[config.mk]
export PLATFORM = sky130hd
export DESIGN_NAME = aes_key_expand_rev
export DESIGN_NICKNAME = d
export VERILOG_FILES = /design/src/rtl/aes_key_expand_rev_pkg.sv /design/src/rtl/aes_sbox.sv /design/src/rtl/aes_key_expand_rev.sv
export SDC_FILE = /design/constraint.sdc
export NUM_CORES = 2
export LEC_CHECK = 0
export CAP_MARGIN = 5
export CORE_MARGIN = 2
export CORE_UTILIZATION = 40
export DETAILED_ROUTE_END_ITERATION = 7
export PLACE_DENSITY_LB_ADDON = 0.2
export RECOVER_POWER = 25
export SKIP_LAST_GASP = 1
export SYNTH_ARGS = -nofsm -noshare
export SYNTH_HDL_FRONTEND = slang
export SYNTH_SLANG_ARGS = --single-unit
export TNS_END_PERCENT = 1
[constraint.sdc]
create_clock -name clk -period 53.8 [get_ports clk]
set_clock_uncertainty 0.15 [all_clocks]
set_input_delay 8.07 -clock clk [delete_from_list [all_inputs] [get_ports clk]]
set_output_delay 8.07 -clock clk [all_outputs]
set_load 0.005 [all_outputs]
[src/rtl/aes_key_expand_rev_pkg.sv]
// Shared AES constants for the reverse key-schedule walker: round count,
// rcon start/wrap values and the 128-bit key word-slicing layout.
package aes_key_expand_rev_pkg;

    // AES-128 round count; the walker supports only this value.
    localparam int unsigned NrAes128 = 10;

    // rcon used for the first backward step (round 10 -> 9).
    localparam logic [7:0] RconStart = 8'h36;

    // Inverse xtime of 8'h1b is 8'h80; every other value is a plain right shift.
    localparam logic [7:0] RconWrap     = 8'h1b;
    localparam logic [7:0] RconWrapNext = 8'h80;

    // Key layout: word 0 in the most significant 32 bits, word 3 in the least.
    localparam int unsigned KeyW   = 128;
    localparam int unsigned WordW  = 32;
    localparam int unsigned W0Lsb  = 96;
    localparam int unsigned W1Lsb  = 64;
    localparam int unsigned W2Lsb  = 32;
    localparam int unsigned W3Lsb  = 0;

endpackage

[src/rtl/aes_sbox.sv]
// AES forward S-box: multiplicative inverse in GF(2^8) followed by the affine map.
module aes_sbox (
    input  logic [7:0] a_i,
    output logic [7:0] d_o
);

    // GF(2^8) multiply modulo x^8 + x^4 + x^3 + x + 1.
    function automatic logic [7:0] gf_mul(input logic [7:0] a, input logic [7:0] b);
        logic [7:0] p;
        logic [7:0] aa;
        p  = 8'h00;
        aa = a;
        for (int i = 0; i < 8; i++) begin
            if (b[i]) p = p ^ aa;
            aa = {aa[6:0], 1'b0} ^ (aa[7] ? 8'h1b : 8'h00);
        end
        return p;
    endfunction

    // a^254 = a^2 * a^4 * ... * a^128; maps 0 to 0 as the S-box requires.
    function automatic logic [7:0] gf_inv(input logic [7:0] a);
        logic [7:0] sq;
        logic [7:0] acc;
        sq  = a;
        acc = 8'h01;
        for (int k = 1; k < 8; k++) begin
            sq  = gf_mul(sq, sq);
            acc = gf_mul(acc, sq);
        end
        return acc;
    endfunction

    logic [7:0] inv;

    // Inverse then affine transform.
    always_comb begin
        inv = gf_inv(a_i);
        d_o = inv
            ^ {inv[6:0], inv[7]}
            ^ {inv[5:0], inv[7:6]}
            ^ {inv[4:0], inv[7:5]}
            ^ {inv[3:0], inv[7:4]}
            ^ 8'h63;
    end

endmodule

[src/rtl/aes_key_expand_rev.sv]
// Reverse AES-128 key schedule: loads the final round key and steps one
// round key backwards per accepted adv strobe, ending at the cipher key.
module aes_key_expand_rev
    import aes_key_expand_rev_pkg::*;
#(
    parameter int unsigned NR = NrAes128
) (
    input  logic            clk,
    input  logic            rst,
    input  logic            kld,
    input  logic [KeyW-1:0] key_in,
    input  logic            adv,
    output logic [KeyW-1:0] key_out,
    output logic [3:0]      rnd,
    output logic [7:0]      rcon_out,
    output logic            kvld,
    output logic            done
);

    // Inverse xtime: walks the rcon sequence backwards (36,1b,80,40,...,01,00).
    function automatic logic [7:0] inv_xtime(input logic [7:0] x);
        return (x == RconWrap) ? RconWrapNext : {1'b0, x[7:1]};
    endfunction

    logic [KeyW-1:0] key_q, key_d;
    logic [3:0]      rnd_q, rnd_d;
    logic [7:0]      rcon_q, rcon_d;
    logic            kvld_q, kvld_d;
    logic            done_q, done_d;

    logic [WordW-1:0] w0, w1, w2, w3;
    logic [WordW-1:0] p0, p1, p2, p3;
    logic [WordW-1:0] rot_p3, sub_p3;
    logic             step;

    assign w0 = key_q[W0Lsb +: WordW];
    assign w1 = key_q[W1Lsb +: WordW];
    assign w2 = key_q[W2Lsb +: WordW];
    assign w3 = key_q[W3Lsb +: WordW];

    // Previous round's words 1..3 fall out of adjacent XORs of the current ones.
    assign p3 = w3 ^ w2;
    assign p2 = w2 ^ w1;
    assign p1 = w1 ^ w0;

    // RotWord: left byte rotate of the recovered previous word 3.
    assign rot_p3 = {p3[23:0], p3[31:24]};

    for (genvar g = 0; g < 4; g++) begin : g_subword
        aes_sbox u_sbox (
            .a_i (rot_p3[8*g +: 8]),
            .d_o (sub_p3[8*g +: 8])
        );
    end

    assign p0 = w0 ^ sub_p3 ^ {rcon_q, 24'h0};

    // A step needs a valid key that is not already the cipher key.
    assign step = adv && kvld_q && (rnd_q != 4'd0);

    // Next-state: load beats step; otherwise everything holds.
    always_comb begin
        key_d  = key_q;
        rnd_d  = rnd_q;
        rcon_d = rcon_q;
        kvld_d = kvld_q;
        done_d = done_q;
        if (kld) begin
            key_d  = key_in;
            rnd_d  = 4'(NR);
            rcon_d = RconStart;
            kvld_d = 1'b1;
            done_d = 1'b0;
        end else if (step) begin
            key_d  = {p0, p1, p2, p3};
            rnd_d  = rnd_q - 4'd1;
            rcon_d = inv_xtime(rcon_q);
            done_d = (rnd_q == 4'd1);
        end
    end

    // State registers with synchronous reset taking priority over load/step.
    always_ff @(posedge clk) begin
        if (rst) begin
            key_q  <= '0;
            rnd_q  <= 4'h0;
            rcon_q <= 8'h00;
            kvld_q <= 1'b0;
            done_q <= 1'b0;
        end else begin
            key_q  <= key_d;
            rnd_q  <= rnd_d;
            rcon_q <= rcon_d;
            kvld_q <= kvld_d;
            done_q <= done_d;
        end
    end

    // rcon naturally reaches 8'h00 on the final step, so it drives rcon_out directly.
    assign key_out  = key_q;
    assign rnd      = rnd_q;
    assign rcon_out = rcon_q;
    assign kvld     = kvld_q;
    assign done     = done_q;

endmodule

Word-level counts from Yosys, hierarchy flattened
Index checks and enable logic that the tools add are counted.
- flip-flop bits (word level): 142
- bits in latches: 0
- bits in writable memories: 0
- memory bits (read-only): 0
- input bits: 132
- word-level logic and storage cells: 1615
- memories kept: 0
- add/sub/neg operators: 1
- $mul: 0
- div/mod/pow operators: 0
- order comparisons: 0
- eq/ne operators: 2
- shifts and indexed selects: 0
- multiplexer cells: 819
- bitwise operators: 781
- reductions and logical operators: 5
- operators by type and width (operator ; count):
    8-bit XOR ; 744
    8-bit two-way mux ; 421
    5-bit two-way mux ; 368
    128-bit two-way mux ; 2
    32-bit XOR ; 5
    6-bit two-way mux ; 6
    7-bit two-way mux ; 4
    1-bit NOT, first input constant ; 28
    4-bit two-way mux ; 6
    4-bit NOT ; 4
    3-bit two-way mux ; 4
    8-bit by 5-bit == test with 1-bit output, second input constant ; 1
    2-bit two-way mux ; 4
    4-bit by 1-bit == test with 1-bit output, second input constant ; 1
    1-bit two-way mux ; 4
    4-bit nonzero test ; 1
    4-bit by 1-bit subtractor with 4-bit output, second input constant ; 1
    1-bit logical AND ; 2
    2-bit nonzero test ; 1
    2-bit OR reduction ; 1

Depth between registers and ports, before layout
- depth in word-level cells: 137
- gate-level depth with buffers: 73

Modules after synthesis
A second synthesis with hierarchy kept.
- cells, all modules: 8605
- area total of the unflattened synthesis: 68902.3 µm²
- by module, submodules not included (module ; instances ; cells an instance ; area an instance (µm²) ; seq. area each (µm²)):
    aes_sbox ; 4 ; 1942 ; 15220.8 ; 0.0
    aes_key_expand_rev ; 1 ; 837 ; 8018.9 ; 2842.7

Worst setup path after synthesis
Ideal clock, no wire load.
- kind: register to register
- start point: register key_q[55], in the netlist key_out[55]
- end point: register key_q[123], in the netlist key_out[123]
- data arrival time: 16585 ps
- required time: 53535 ps
- slack: 36950 ps
- stages on the path, launching flop included: 71
- path buffers: 9
- period minus slack after synthesis: 16850 ps
- path through: dfxtp_1 > xnor2_1 > inv_2 > ha_1 > nand2_1 > xnor2_2 > inv_2 > buf_1 > clkbuf_1 > ha_1 > clkbuf_1 > xnor2_1 > xnor3_1 > o211a_1 > or4_1 > nand2_2 > inv_2 > buf_2 > [35 not listed] > a21oi_1 > or4b_1 > a311oi_1 > a31oi_1 > o21ai_1 > nand3_1 > xor2_4 > xnor3_1 > xnor3_1 > nor2_1 > xnor3_1 > xnor3_1 > xnor2_1 > xor3_1 > xnor3_1 > nand2_1 > xnor2_1 > o21a_1
- word-level cells in the longest chain between the ends: 133
- elaborated cells between the ends (all ways): 390
- classes of those cells: mux (201); bitwise (189)
- RTL lines (item ; line ; RTL):
    start, declared ; aes_key_expand_rev.sv:25 ; logic [KeyW-1:0] key_q, key_d;
    start signal, assigned ; aes_key_expand_rev.sv:91 ; key_q <= key_d;
    32-bit XOR (*) ; aes_key_expand_rev.sv:42 ; assign p3 = w3 ^ w2;
    5-bit two-way mux or 8-bit two-way mux (tied branches) ; aes_sbox.sv:15, aes_sbox.sv:14 ;
    8-bit XOR, on equally long branches ; aes_sbox.sv:15, aes_sbox.sv:14 ;
    8-bit XOR or 8-bit two-way mux (tied branches) ; aes_sbox.sv:14 ; if (b[i]) p = p ^ aa;
    8-bit two-way mux or 8-bit XOR (tied branches) ; aes_sbox.sv:14 ;
    8-bit XOR or 8-bit two-way mux (tied branches) ; aes_sbox.sv:14 ;
    8-bit two-way mux or 8-bit XOR (tied branches) ; aes_sbox.sv:14 ;
    8-bit XOR or 8-bit two-way mux (tied branches) ; aes_sbox.sv:14 ;
    [116 not listed] ; -- ;
    8-bit two-way mux (*) ; aes_sbox.sv:14 ;
    8-bit XOR ; aes_sbox.sv:39 ; ^ {inv[6:0], inv[7]}
    8-bit XOR ; aes_sbox.sv:40 ; ^ {inv[5:0], inv[7:6]}
    8-bit XOR ; aes_sbox.sv:41 ; ^ {inv[4:0], inv[7:5]}
    8-bit XOR (*) ; aes_sbox.sv:42 ; ^ {inv[3:0], inv[7:4]}
    32-bit XOR (*) (2 in series) ; aes_key_expand_rev.sv:56 ; assign p0 = w0 ^ sub_p3 ^ {rcon_q, 24'h0};
    128-bit two-way mux (*) ; aes_key_expand_rev.sv:74 ; end else if (step) begin
    128-bit two-way mux (*) ; aes_key_expand_rev.sv:68 ; if (kld) begin
Every way passes the cells marked *; elsewhere a longest branch is shown, timed or not. The select of a mux whose other input is x is not followed.
A chain may end at the register's enable or synchronous reset.

Worst setup path after layout
- start point: register key_q[55], in the netlist key_out[55]
- end point: register key_q[127], in the netlist key_out[127]
- word-level cells in the longest chain between the ends: 133
- elaborated cells between the ends (all ways): 390
- classes of those cells: mux (201); bitwise (189)
- RTL lines (item ; line ; RTL):
    32-bit XOR (*) ; aes_key_expand_rev.sv:42 ;
    5-bit two-way mux ; aes_sbox.sv:15 ; aa = {aa[6:0], 1'b0} ^ (aa[7] ? 8'h1b : 8'h00);
    8-bit XOR ; aes_sbox.sv:15 ;
    8-bit XOR ; aes_sbox.sv:14 ;
    8-bit two-way mux ; aes_sbox.sv:14 ;
    8-bit XOR ; aes_sbox.sv:14 ;
    8-bit two-way mux ; aes_sbox.sv:14 ;
    8-bit XOR ; aes_sbox.sv:14 ;
    [116 not listed] ; -- ;
    8-bit two-way mux (*) ; aes_sbox.sv:14 ;
    8-bit XOR ; aes_sbox.sv:39 ;
    8-bit XOR ; aes_sbox.sv:40 ;
    8-bit XOR ; aes_sbox.sv:41 ;
    8-bit XOR (*) ; aes_sbox.sv:42 ;
    32-bit XOR (*) (2 in series) ; aes_key_expand_rev.sv:56 ;
    128-bit two-way mux (*) ; aes_key_expand_rev.sv:74 ;
    128-bit two-way mux (*) ; aes_key_expand_rev.sv:68 ;
Marks and branches as above.

==> results by group <==
Routing
  • 1st-iter DRT viols: 4744
  • Total Wirelength: 201.8 mm
  • 1st-pass router iterations: 6
  • Number of vias per cell: 5.625
  • Vias: 58627
  • DRC errors left: 0
  • Final ANT Viol Nets: 0
  • WL/cell: 19.36 um

Critical path
  • Worst r2r src: key_out[55]$_SDFFE_PP0P_
  • Most used cell, CP: xnor2_1
  • Critical-path top delay cell: ha_1
  • CP max FO: 24
  • R2r setup slk: 32.51 ns
  • Max stage delay on crit path: 0.97 ns
  • Setup CP Type: register to register
  • Worst EP required: 53.87 ns
  • Startpoint Class: register
  • CP arrival: 21.36 ns
  • R2R depth: 64
  • Endpoint class of the critical path: register
  • Critical R2R Capture: key_out[127]$_SDFFE_PP0P_

Cells and area
  • Final net count: 8620
  • Share of layout cells above drive strength 1: 7.301%
  • Final std cells w/o fill: 10422
  • Area grow syn2layout: 9.956%
  • Diodes inserted: 0

Yosys
  • Most common cell in the netlist: xnor2_1
  • Yosys cell types: 115
  • Fraction of the mapped netlist area in simple logic gates: 20.98%
  • Yosys warns: 0
  • Compound-gate portion of the synthesized area: 17.20%
  • Multiplexer area fraction after synthesis: 3.921%
  • Synth Cell Area: 59890 um^2
  • Primary FF master, synth: dfxtp_1
  • Area leader, netlist: xnor2_1
  • Largest family of logic cells by synthesized area: XOR/XNOR gates
  • Post-Synth Adder-Cell Area: 0.4554%
  • Leading post-synthesis cells by cell area: xnor2_1 26%, nor2_1 9.0%, xor2_1 8.5%, xnor3_1 7.6%, nand2_1 5.2%
  • Ys async rst share: 0%
  • Syn Nets: 8588
  • Synth Register Bits: 142
  • Mapped Cells: 8435
  • Synth Area in XOR/XNOR: 48.33%
  • Number of flops mapped to enable cells by yosys: 0
  • Seq/Total Area, Yosys: 4.746%
  • Commonest cells in the netlist: 1804 x xnor2_1, 1433 x nor2_1, 830 x nand2_1, 584 x xor2_1, 546 x a21oi_1
  • Syn avg cell area: 7.101 um^2
  • Share of Yosys cell area claimed by the top area cell type: 26.38%

Placement
  • GP Congestion: 0.9558
  • Detailed placer's ending HPWL: 147.8 mm
  • Placed cell count: 10392
  • IO buf count: 273
  • Pre-CTS setup slack: 33.02 ns

STA
  • Actual slew at the worst max-slew pin: 3.832 ns
  • Fmax: 46.97 MHz
  • Slew Viols, Final: 139
  • Final setup viols: 0
  • Hold Fails Final Rpt: 0
  • Final setup TNS: 0 ns
  • Min Tclk post-route: 21.29 ns
  • Post-route setup slack: 32.51 ns
  • Rel. slew slack: -155.4%
  • RSZ-0062 raised after global routing: no
  • Final Cycle Share: 39.58%

Global route
  • Met3 usage: 2.765%
  • Routing usage on met1: 36.40%
  • Met2 Use GR: 41.04%
  • First-pass GRT wire length: 318.0 mm
  • GR Overflow Total: 0
  • Initial antenna violation count: 3
  • GRT Overall Usage: 25.49%
  • Vias in the first global route: 54445
  • Largest net degree at the start of global routing: 102
  • Busiest grt layer: met2

Floorplan
  • Num rows: 142
  • Die area: 152900 um^2
  • Die Height: 391.0 um
  • Core area: 149200 um^2
  • Io pins: 274
  • Starting Density: 40.13%
  • Die Wd: 391.0 um

Worst hold path
  • WHS Path Cells: 2
  • Hold Path End: done$_SDFFE_PP0P_
  • HP Class: register to register
  • Hold wc startpoint: done$_SDFFE_PP0P_

Clocking
  • H-tree depth: 4
  • Post-cts resize count: 0
  • Worst-path clk slew: 0.08 ns
  • CTS Root Cell: clkbuf_16
  • CTS tree: built
  • CTS Buf Count: 17
  • Clock sink total: 142
  • Clk buf depth: 2
  • Hold_buf cts: 0
  • Setup bufs post-CTS: 0
  • Worst-Skew Late Latency: 0.56 ns

Job
  • MaxCap Viol Count: 2

Outcome
  • Status: complete, but fails checks
  • Failing checks: capacitance limit, slew limit
-- stage by stage --
step	utilization (%)	hold slack (ns)	cell area [um^2]
final	44.13	0.3209	65860
after global routing	44.13	0.3460	65860
after CTS	44.14	0.3272	65870
after detailed placement	43.76	0.3054	65300
after global placement	43.76	0.2975	65300
after floorplan	-	0.2983	59890
-- sequential cells by signal, summed over array words and instances, names as in the netlist --
name / flops
kvld: 1
key_out: 128
rcon_out: 8
done: 1
rnd: 4
-- critical path, delay by kind of cell, from the launching register on --
family / cells / cell delay (ns)
XOR/XNOR: 19 / 6.63
AND/OR/NAND/NOR: 13 / 4.15
buffers and inverters: 6 / 1.55
AO/OA/AOI/OAI: 18 / 4.78
adder cells (fa/ha/maj): 4 / 2.20
flip-flops: 1 / 0.38
multiplexers: 4 / 1.07
-- per-layer routing --
metal | wire, um | vias to the layer above | part of all wire (%)
li1 | - | 28548 | -
met1 | 94150 | 27939 | 47
met2 | 91900 | 1908 | 46
met3 | 11670 | 230 | 5.8
met4 | 4027 | 2 | 2.0
met5 | 10 | - | 0.0050
-- area by class of cell --
type	count	area (um^2)
clock buffer	18	439.2
clock inverter	12	126.4
tap	1944	2432
inverter	93	349.1
timing repair buffer	557	4860
multi-input combinational	7656	54810
fill	15294	83390
sequential	142	2843
-- layout by cell type, fill, tap and decap left out, types with 80 or more instances in the layout --
cell type and instances:
o21ai_0 383, nand2_1 830, nor3_1 200, o22ai_1 110, nand3_1 184, xnor3_1 203, a21oi_1 545, mux2i_1 193
nor2_1 1432, xnor2_1 1763, buf_4 283, dfxtp_1 142, xor2_1 578, xnor2_2 145, clkdlybuf4s50_1 226, inv_1 80
-- cell families (layout without fill, tap and decap cells) --
| logic type | Yosys count | count (layout) |
|---|---|---|
| AND/OR/NAND/NOR | 2970 | 2970 |
| adder cells (fa/ha/maj) | 22 | 22 |
| AO/OA/AOI/OAI | 1662 | 1662 |
| multiplexers | 229 | 229 |
| XOR/XNOR | 2773 | 2773 |
| buffers and inverters | 637 | 680 |
| flip-flops | 142 | 142 |
-- worst max path at each step --
stage | startpoint | end | cells after the start
final | key_out[55]$_SDFFE_PP0P_ | key_out[127]$_SDFFE_PP0P_ | 64
after global routing | key_out[55]$_SDFFE_PP0P_ | key_out[127]$_SDFFE_PP0P_ | 64
after CTS | key_out[55]$_SDFFE_PP0P_ | key_out[127]$_SDFFE_PP0P_ | 63
after detailed placement | key_out[55]$_SDFFE_PP0P_ | key_out[120]$_SDFFE_PP0P_ | 63
after global placement | key_out[55]$_SDFFE_PP0P_ | key_out[120]$_SDFFE_PP0P_ | 63
after floorplan | key_out[55]$_SDFFE_PP0P_ | key_out[123]$_SDFFE_PP0P_ | 70
Power is not shown: default switching activity piles up to over one toggle a cycle in this logic, so the estimate is an artifact.
